`src/rtl/perip_bus_arbiter_if.sv`:
```
// Bundle of both master ports and the shared peripheral bus around perip_bus_arbiter.
// The master modport is the arbiter's view: it masters the peripheral bus and answers the two masters.
// The slave modport is the environment's view: the two requesting masters plus the peripheral.
interface perip_bus_arbiter_if #(
   parameter int AW = 32,
   parameter int DW = 32
);
   // master 0 (CPU MEM-stage data port)
   logic          m0_req;
   logic          m0_we;
   logic [AW-1:0] m0_addr;
   logic [DW-1:0] m0_wdata;
   logic [1:0]    m0_mask;
   logic [DW-1:0] m0_rdata;
   logic          m0_ack;
   logic          m0_err;

   // master 1 (DMA / debug loader)
   logic          m1_req;
   logic          m1_we;
   logic [AW-1:0] m1_addr;
   logic [DW-1:0] m1_wdata;
   logic [1:0]    m1_mask;
   logic [DW-1:0] m1_rdata;
   logic          m1_ack;
   logic          m1_err;

   // shared peripheral bus
   logic          perip_req;
   logic          perip_wen;
   logic [AW-1:0] perip_addr;
   logic [DW-1:0] perip_wdata;
   logic [1:0]    perip_wen_mask;
   logic [DW-1:0] perip_rdata;
   logic          perip_ack;

   modport master (
      input  m0_req, m0_we, m0_addr, m0_wdata, m0_mask,
      output m0_rdata, m0_ack, m0_err,
      input  m1_req, m1_we, m1_addr, m1_wdata, m1_mask,
      output m1_rdata, m1_ack, m1_err,
      output perip_req, perip_wen, perip_addr, perip_wdata, perip_wen_mask,
      input  perip_rdata, perip_ack
   );

   modport slave (
      output m0_req, m0_we, m0_addr, m0_wdata, m0_mask,
      input  m0_rdata, m0_ack, m0_err,
      output m1_req, m1_we, m1_addr, m1_wdata, m1_mask,
      input  m1_rdata, m1_ack, m1_err,
      input  perip_req, perip_wen, perip_addr, perip_wdata, perip_wen_mask,
      output perip_rdata, perip_ack
   );
endinterface

```
`src/rtl/perip_bus_arbiter.sv`:
```
// Round-robin arbiter sharing one req/ack peripheral bus between two masters, with hung-access timeout.
// Latency: grant sampled in IDLE, perip_req the next cycle, master ack one cycle after perip_ack (3 cycles min).
// Backpressure: masters hold req until their ack; the slave stretches BUSY by withholding perip_ack.
module perip_bus_arbiter #(
   parameter int AW      = 32,
   parameter int DW      = 32,
   parameter int TIMEOUT = 255,
   parameter int CW      = 8
) (
   input  logic                cpu_clk,
   input  logic                cpu_rst,
   perip_bus_arbiter_if.master bus
);

   // TIMEOUT must be representable in CW bits; the abort fires when the counter reaches TIMEOUT-1.
   localparam bit            TIMEOUT_EN = (TIMEOUT != 0);
   localparam logic [CW-1:0] CNT_LAST   = (TIMEOUT == 0) ? '0 : CW'(TIMEOUT - 1);

   typedef enum logic [1:0] {
      IDLE = 2'd0,
      BUSY = 2'd1,
      RESP = 2'd2
   } state_t;

   state_t        state;
   state_t        state_nxt;

   // arbitration result for the current IDLE cycle
   logic          win_vld;
   logic          win_sel;
   logic          win_we;
   logic [AW-1:0] win_addr;
   logic [DW-1:0] win_wdata;
   logic [1:0]    win_mask;

   // transaction registers
   logic          gnt;
   logic          rr_last;
   logic [CW-1:0] cnt;
   logic          err_q;
   logic          we_q;
   logic [AW-1:0] addr_q;
   logic [DW-1:0] wdata_q;
   logic [1:0]    mask_q;
   logic [DW-1:0] rdata0_q;
   logic [DW-1:0] rdata1_q;

   logic          timeout_hit;

   // Pick the winner: a lone requester wins outright, a tie goes to whoever did not win last.
   always_comb begin
      win_vld = bus.m0_req | bus.m1_req;
      if (bus.m0_req && bus.m1_req) begin
         win_sel = ~rr_last;
      end else begin
         win_sel = bus.m1_req;
      end
      if (win_sel) begin
         win_we    = bus.m1_we;
         win_addr  = bus.m1_addr;
         win_wdata = bus.m1_wdata;
         win_mask  = bus.m1_mask;
      end else begin
         win_we    = bus.m0_we;
         win_addr  = bus.m0_addr;
         win_wdata = bus.m0_wdata;
         win_mask  = bus.m0_mask;
      end
   end

   // Abort condition: slave silent for TIMEOUT BUSY cycles (never when the timeout is disabled).
   always_comb begin
      timeout_hit = TIMEOUT_EN && (cnt == CNT_LAST);
   end

   // State register; reset drops any in-flight transaction without an ack.
   always_ff @(posedge cpu_clk or posedge cpu_rst) begin
      if (cpu_rst) begin
         state <= IDLE;
      end else begin
         state <= state_nxt;
      end
   end

   // Next-state logic: IDLE -> BUSY on grant, BUSY -> RESP on ack or abort, RESP always back to IDLE.
   always_comb begin
      state_nxt = state;
      case (state)
         IDLE: if (win_vld) state_nxt = BUSY;
         BUSY: if (bus.perip_ack || timeout_hit) state_nxt = RESP;
         RESP: state_nxt = IDLE;
         default: state_nxt = IDLE;
      endcase
   end

   // Transaction datapath: latch the winner's payload at grant, capture read data or abort at BUSY exit.
   always_ff @(posedge cpu_clk or posedge cpu_rst) begin
      if (cpu_rst) begin
         gnt      <= 1'b0;
         rr_last  <= 1'b1;
         cnt      <= '0;
         err_q    <= 1'b0;
         we_q     <= 1'b0;
         addr_q   <= '0;
         wdata_q  <= '0;
         mask_q   <= '0;
         rdata0_q <= '0;
         rdata1_q <= '0;
      end else begin
         case (state)
            IDLE: begin
               if (win_vld) begin
                  gnt     <= win_sel;
                  we_q    <= win_we;
                  addr_q  <= win_addr;
                  wdata_q <= win_wdata;
                  mask_q  <= win_mask;
                  cnt     <= '0;
                  err_q   <= 1'b0;
               end
            end
            BUSY: begin
               if (bus.perip_ack) begin
                  if (gnt) begin
                     rdata1_q <= bus.perip_rdata;
                  end else begin
                     rdata0_q <= bus.perip_rdata;
                  end
                  err_q   <= 1'b0;
                  rr_last <= gnt;
               end else if (timeout_hit) begin
                  if (gnt) begin
                     rdata1_q <= '0;
                  end else begin
                     rdata0_q <= '0;
                  end
                  err_q   <= 1'b1;
                  rr_last <= gnt;
               end else if (TIMEOUT_EN) begin
                  cnt <= cnt + CW'(1);
               end
            end
            default: ;
         endcase
      end
   end

   // Outputs decode from state so that reset clears request, write enable, acks and errs immediately.
   always_comb begin
      bus.perip_req      = (state == BUSY);
      bus.perip_wen      = (state == BUSY) && we_q;
      bus.perip_addr     = addr_q;
      bus.perip_wdata    = wdata_q;
      bus.perip_wen_mask = mask_q;
      bus.m0_ack         = (state == RESP) && !gnt;
      bus.m0_err         = (state == RESP) && !gnt && err_q;
      bus.m0_rdata       = rdata0_q;
      bus.m1_ack         = (state == RESP) && gnt;
      bus.m1_err         = (state == RESP) && gnt && err_q;
      bus.m1_rdata       = rdata1_q;
   end

endmodule

```
`src/flat_wrapper.sv`:
```
// flat-port wrapper written by rule: the top's interface ports become plain ports
module perip_bus_arbiter_flat 
#(
   parameter int AW      = 32,
   parameter int DW      = 32,
   parameter int TIMEOUT = 255,
   parameter int CW      = 8
)
  (cpu_clk, cpu_rst, bus_m0_req, bus_m0_we, bus_m0_addr, bus_m0_wdata, bus_m0_mask, bus_m0_rdata, bus_m0_ack, bus_m0_err, bus_m1_req, bus_m1_we, bus_m1_addr, bus_m1_wdata, bus_m1_mask, bus_m1_rdata, bus_m1_ack, bus_m1_err, bus_perip_req, bus_perip_wen, bus_perip_addr, bus_perip_wdata, bus_perip_wen_mask, bus_perip_rdata, bus_perip_ack);
  perip_bus_arbiter_if #(.AW(AW), .DW(DW)) bus_i ();
  input  logic cpu_clk;
  input  logic cpu_rst;
  input wire logic [$bits(bus_i.m0_req)-1:0] bus_m0_req;
  input wire logic [$bits(bus_i.m0_we)-1:0] bus_m0_we;
  input wire logic [$bits(bus_i.m0_addr)-1:0] bus_m0_addr;
  input wire logic [$bits(bus_i.m0_wdata)-1:0] bus_m0_wdata;
  input wire logic [$bits(bus_i.m0_mask)-1:0] bus_m0_mask;
  output wire logic [$bits(bus_i.m0_rdata)-1:0] bus_m0_rdata;
  output wire logic [$bits(bus_i.m0_ack)-1:0] bus_m0_ack;
  output wire logic [$bits(bus_i.m0_err)-1:0] bus_m0_err;
  input wire logic [$bits(bus_i.m1_req)-1:0] bus_m1_req;
  input wire logic [$bits(bus_i.m1_we)-1:0] bus_m1_we;
  input wire logic [$bits(bus_i.m1_addr)-1:0] bus_m1_addr;
  input wire logic [$bits(bus_i.m1_wdata)-1:0] bus_m1_wdata;
  input wire logic [$bits(bus_i.m1_mask)-1:0] bus_m1_mask;
  output wire logic [$bits(bus_i.m1_rdata)-1:0] bus_m1_rdata;
  output wire logic [$bits(bus_i.m1_ack)-1:0] bus_m1_ack;
  output wire logic [$bits(bus_i.m1_err)-1:0] bus_m1_err;
  output wire logic [$bits(bus_i.perip_req)-1:0] bus_perip_req;
  output wire logic [$bits(bus_i.perip_wen)-1:0] bus_perip_wen;
  output wire logic [$bits(bus_i.perip_addr)-1:0] bus_perip_addr;
  output wire logic [$bits(bus_i.perip_wdata)-1:0] bus_perip_wdata;
  output wire logic [$bits(bus_i.perip_wen_mask)-1:0] bus_perip_wen_mask;
  input wire logic [$bits(bus_i.perip_rdata)-1:0] bus_perip_rdata;
  input wire logic [$bits(bus_i.perip_ack)-1:0] bus_perip_ack;
  assign bus_i.m0_req = bus_m0_req;
  assign bus_i.m0_we = bus_m0_we;
  assign bus_i.m0_addr = bus_m0_addr;
  assign bus_i.m0_wdata = bus_m0_wdata;
  assign bus_i.m0_mask = bus_m0_mask;
  assign bus_m0_rdata = bus_i.m0_rdata;
  assign bus_m0_ack = bus_i.m0_ack;
  assign bus_m0_err = bus_i.m0_err;
  assign bus_i.m1_req = bus_m1_req;
  assign bus_i.m1_we = bus_m1_we;
  assign bus_i.m1_addr = bus_m1_addr;
  assign bus_i.m1_wdata = bus_m1_wdata;
  assign bus_i.m1_mask = bus_m1_mask;
  assign bus_m1_rdata = bus_i.m1_rdata;
  assign bus_m1_ack = bus_i.m1_ack;
  assign bus_m1_err = bus_i.m1_err;
  assign bus_perip_req = bus_i.perip_req;
  assign bus_perip_wen = bus_i.perip_wen;
  assign bus_perip_addr = bus_i.perip_addr;
  assign bus_perip_wdata = bus_i.perip_wdata;
  assign bus_perip_wen_mask = bus_i.perip_wen_mask;
  assign bus_i.perip_rdata = bus_perip_rdata;
  assign bus_i.perip_ack = bus_perip_ack;
  perip_bus_arbiter #(.AW(AW), .DW(DW), .TIMEOUT(TIMEOUT), .CW(CW)) u_core (.cpu_clk(cpu_clk), .cpu_rst(cpu_rst), .bus(bus_i));
endmodule
```
`config.mk`:
```
export PLATFORM = sky130hd
export DESIGN_NAME = perip_bus_arbiter_flat
export DESIGN_NICKNAME = d
export VERILOG_FILES = /design/src/rtl/perip_bus_arbiter_if.sv /design/src/rtl/perip_bus_arbiter.sv /design/src/flat_wrapper.sv
export SDC_FILE = /design/constraint.sdc
export NUM_CORES = 1
export LEC_CHECK = 0
export CAP_MARGIN = 30
export CORE_MARGIN = 1.5
export CORE_UTILIZATION = 41
export CTS_CLUSTER_SIZE = 12
export DETAILED_ROUTE_END_ITERATION = 8
export GPL_TIMING_DRIVEN = 1
export PLACE_DENSITY_LB_ADDON = 0.2
export RECOVER_POWER = 50
export SYNTH_ARGS = -nofsm -noshare
export SYNTH_HDL_FRONTEND = slang
export SYNTH_SLANG_ARGS = --single-unit
```
`constraint.sdc`:
```
create_clock -name cpu_clk -period 6.8 [get_ports cpu_clk]
set_clock_uncertainty 0.15 [all_clocks]
set_input_delay 1.02 -clock cpu_clk [delete_from_list [all_inputs] [get_ports cpu_clk]]
set_output_delay 1.02 -clock cpu_clk [all_outputs]
set_load 0.03 [all_outputs]
```
==> flow_metrics.tcl <==
set metrics [dict create \
    status "finished with violations" \
    failed_checks "DRC, capacitance limit, slew limit" \
    core_area_mm2 0.0146 \
    die_x_um 126 \
    p_switching_w 0.00206 \
    seq_power_share_pct 31.2 \
    antenna_found_initial 0 \
    required_ns 7.11 \
    post_cts_resized 0 \
    rsz0062_at_grt "false" \
    fin_nets 1010 \
    fin_crit_ns 4.30 \
    path_class "input pin to async pin" \
    setup.worst_path.end_class "async pin" \
    grt_overflow_total 0 \
    syn_nets 719 \
    area_growth_pct 61.4 \
    wl_mm 18.1 \
    critPathLaunchType "input pin" \
    maxCapViolations 3 \
    grt_pass1_vias 5568 \
    synth-edff-count 0 \
    clk_pin_slew_ns 0.06 \
    synth_top_area_share_pct 57.9 \
    peakVddDrop_v 0.000216 \
    start_util_pct 42.2 \
    ios 307 \
    routedWlPerCell_um 17.6 \
    post-route-period-util_pct 63.2 \
    r2r_cells 5 \
    hpwl_mm 13.3 \
    ant_nets 0 \
    grt_max_degree 103 \
    synth.most_common_cell "dfrtp_1" \
    vias 5409 \
    drc 18 \
    p_comb_share_pct 50.4 \
    final_util_pct 68.1 \
    worst_pin_slew_ns 3.65 \
    die_area_mm2 0.0158 \
    crit_arrival_ns 4.61 \
    clkLatencyLatePin_ns 0.42 \
    netlist_instances 546 \
    cts_sinks 144 \
    viasPerCell 5.23 \
    drv_slew 154 \
    grt_first_pass_wirelength_mm 29.0 \
    synth_flop_cell "dfrtp_1" \
    ctsLongestPathBuffers 2 \
    yosys_warnings 0 \
    setup-tns-final_ns 0 \
    async_flop_share_pct 100 \
    layout-drive-gt1-share_pct 5.53 \
    root_buffer "clkbuf_16" \
    place.gp.congestion 0.848 \
    netlist_area_mm2 0.00618 \
    cts_setup_buffers 0 \
    netlist_top_cells_count "143 x dfrtp_1, 102 x nand2_1, 74 x o21ai_0, 68 x mux2i_1" \
    die_h_um 126 \
    row_count 44 \
    internal-power_w 0.00277 \
    fmax_ghz 0.233 \
    cts-hold-fix-buffers 0 \
    hold_depth 2 \
    path_max_fanout 85 \
    htreeDepth 4 \
    clkPwrFrac_pct 18.4 \
    hold_class "flop to flop" \
    sw_frac_of_total_pct 42.7 \
    synth_seq_area_share_pct 58.3 \
    p_leak_nw 4.29 \
    powerDensity_mw_per_mm2 484 \
    synth_seq_cells 144 \
    io_buffers 306 \
    grt_util_all_layers_pct 23.5 \
    synth_area_leader_cell "dfrtp_1" \
    diodes 0 \
    setup_viol 0 \
    hold_viol 0 \
    syn-mean-instance-area_um2 11.3 \
    synthTopCellsByArea "dfrtp_1 58%, mux2i_1 11%, nand2_1 6.2%" \
    slew_headroom_pct -144 \
    cts_tree "built" \
    dr.pass1.iters 6 \
    ys_types 37 \
    initialDrtViolationCount 280 \
    cts_buffers 17 \
]
[registers in the layout (all words and copies together) (netlist names), 2 cells and up]
name / count
u_core.bus.perip_wdata: 32
u_core.bus.perip_wen_mask: 2
u_core.bus.m1_rdata: 32
u_core.bus.m0_rdata: 32
u_core.state: 2
u_core.bus.perip_addr: 32
u_core.cnt: 8
[layer usage]
layer,share of wire [%],track usage (%),vias to the layer above
met4,3.1,10.4,0
met5,0,0,-
li1,-,-,2568
met2,49,39.4,227
met3,8.5,7.73,40
met1,39,27.5,2574
[through the flow]
step	instances	cell area, um2	hold slack, ns	setup slack (ns)	power [W]
5_1_grt	1034	9970	0.351	1.80	0.00508
3_3_place_gp	998	9340	0.312	3.41	0.00391
2_1_floorplan	546	6180	0.292	1.77	0.00289
3_5_place_dp	1002	9440	0.320	3.54	0.00401
4_1_cts	1034	10000	0.335	3.28	0.00492
6_report	1034	9970	0.326	2.50	0.00483
[cells by family after synthesis]
family	share of synthesized area (%)
DFF	58.3
adders and majority gates	0.405
buffers and inverters	3.48
muxes	11.2
AOI/OAI and AO/OA	17.7
and+or+nand+nor	8.91
[placed cells by master (no fill, tap or decap), drive strengths merged, types with 5 or more instances in the layout]
master         instances
mux2i                 68
clkinv                 7
dfrtp                143
a32o                  32
dlygate4sd3           43
clkdlybuf4s50        263
inv                    9
clkbuf                21
o2bb2ai               32
o21ai                 74
buf                    5
nand3                  7
and2                   5
nand2                102
[worst max-delay path, cell delays in order]
cell and delay (ns):
dlygate4sd3_1 0.55, clkinvlp_2 2.04, buf_4 0.87
[layout make-up]
cell class / instances / area [um2]
clock buffers: 17 / 425
clock inverters: 15 / 135
fillers: 1083 / 4670
inverters: 5 / 20.0
multi-input cells: 354 / 2380
flip-flops and latches: 144 / 3610
well taps: 184 / 230
repair buffers: 315 / 3180
[power groups by stage]
stage | registers, W | clock network (W) | logic [W]
after detailed placement | 0.00152 | 0 | 0.00249
after floorplan | 0.00219 | 0 | 0.000698
after CTS | 0.00151 | 0.000908 | 0.00250
after global placement | 0.00153 | 0 | 0.00238
final | 0.00151 | 0.000890 | 0.00243
after global routing | 0.00156 | 0.000944 | 0.00257
[final timing paths]
check,endpoint,slack (ns),startpoint
max,u_core.bus.perip_addr[11],2.50,cpu_rst
min,u_core.bus.perip_wen_mask[1],0.33,u_core.bus.perip_wen_mask[1]
max reg2reg,u_core.bus.perip_addr[9],3.51,u_core.rr_last
min reg2reg,u_core.bus.perip_wen_mask[1],0.33,u_core.bus.perip_wen_mask[1]
max in group cpu_clk,u_core.bus.perip_addr[9],2.65,bus_m0_req
min in group asynchronous,u_core.bus.m1_rdata[2],1.97,cpu_rst
Power figures use the tool's default switching activity.
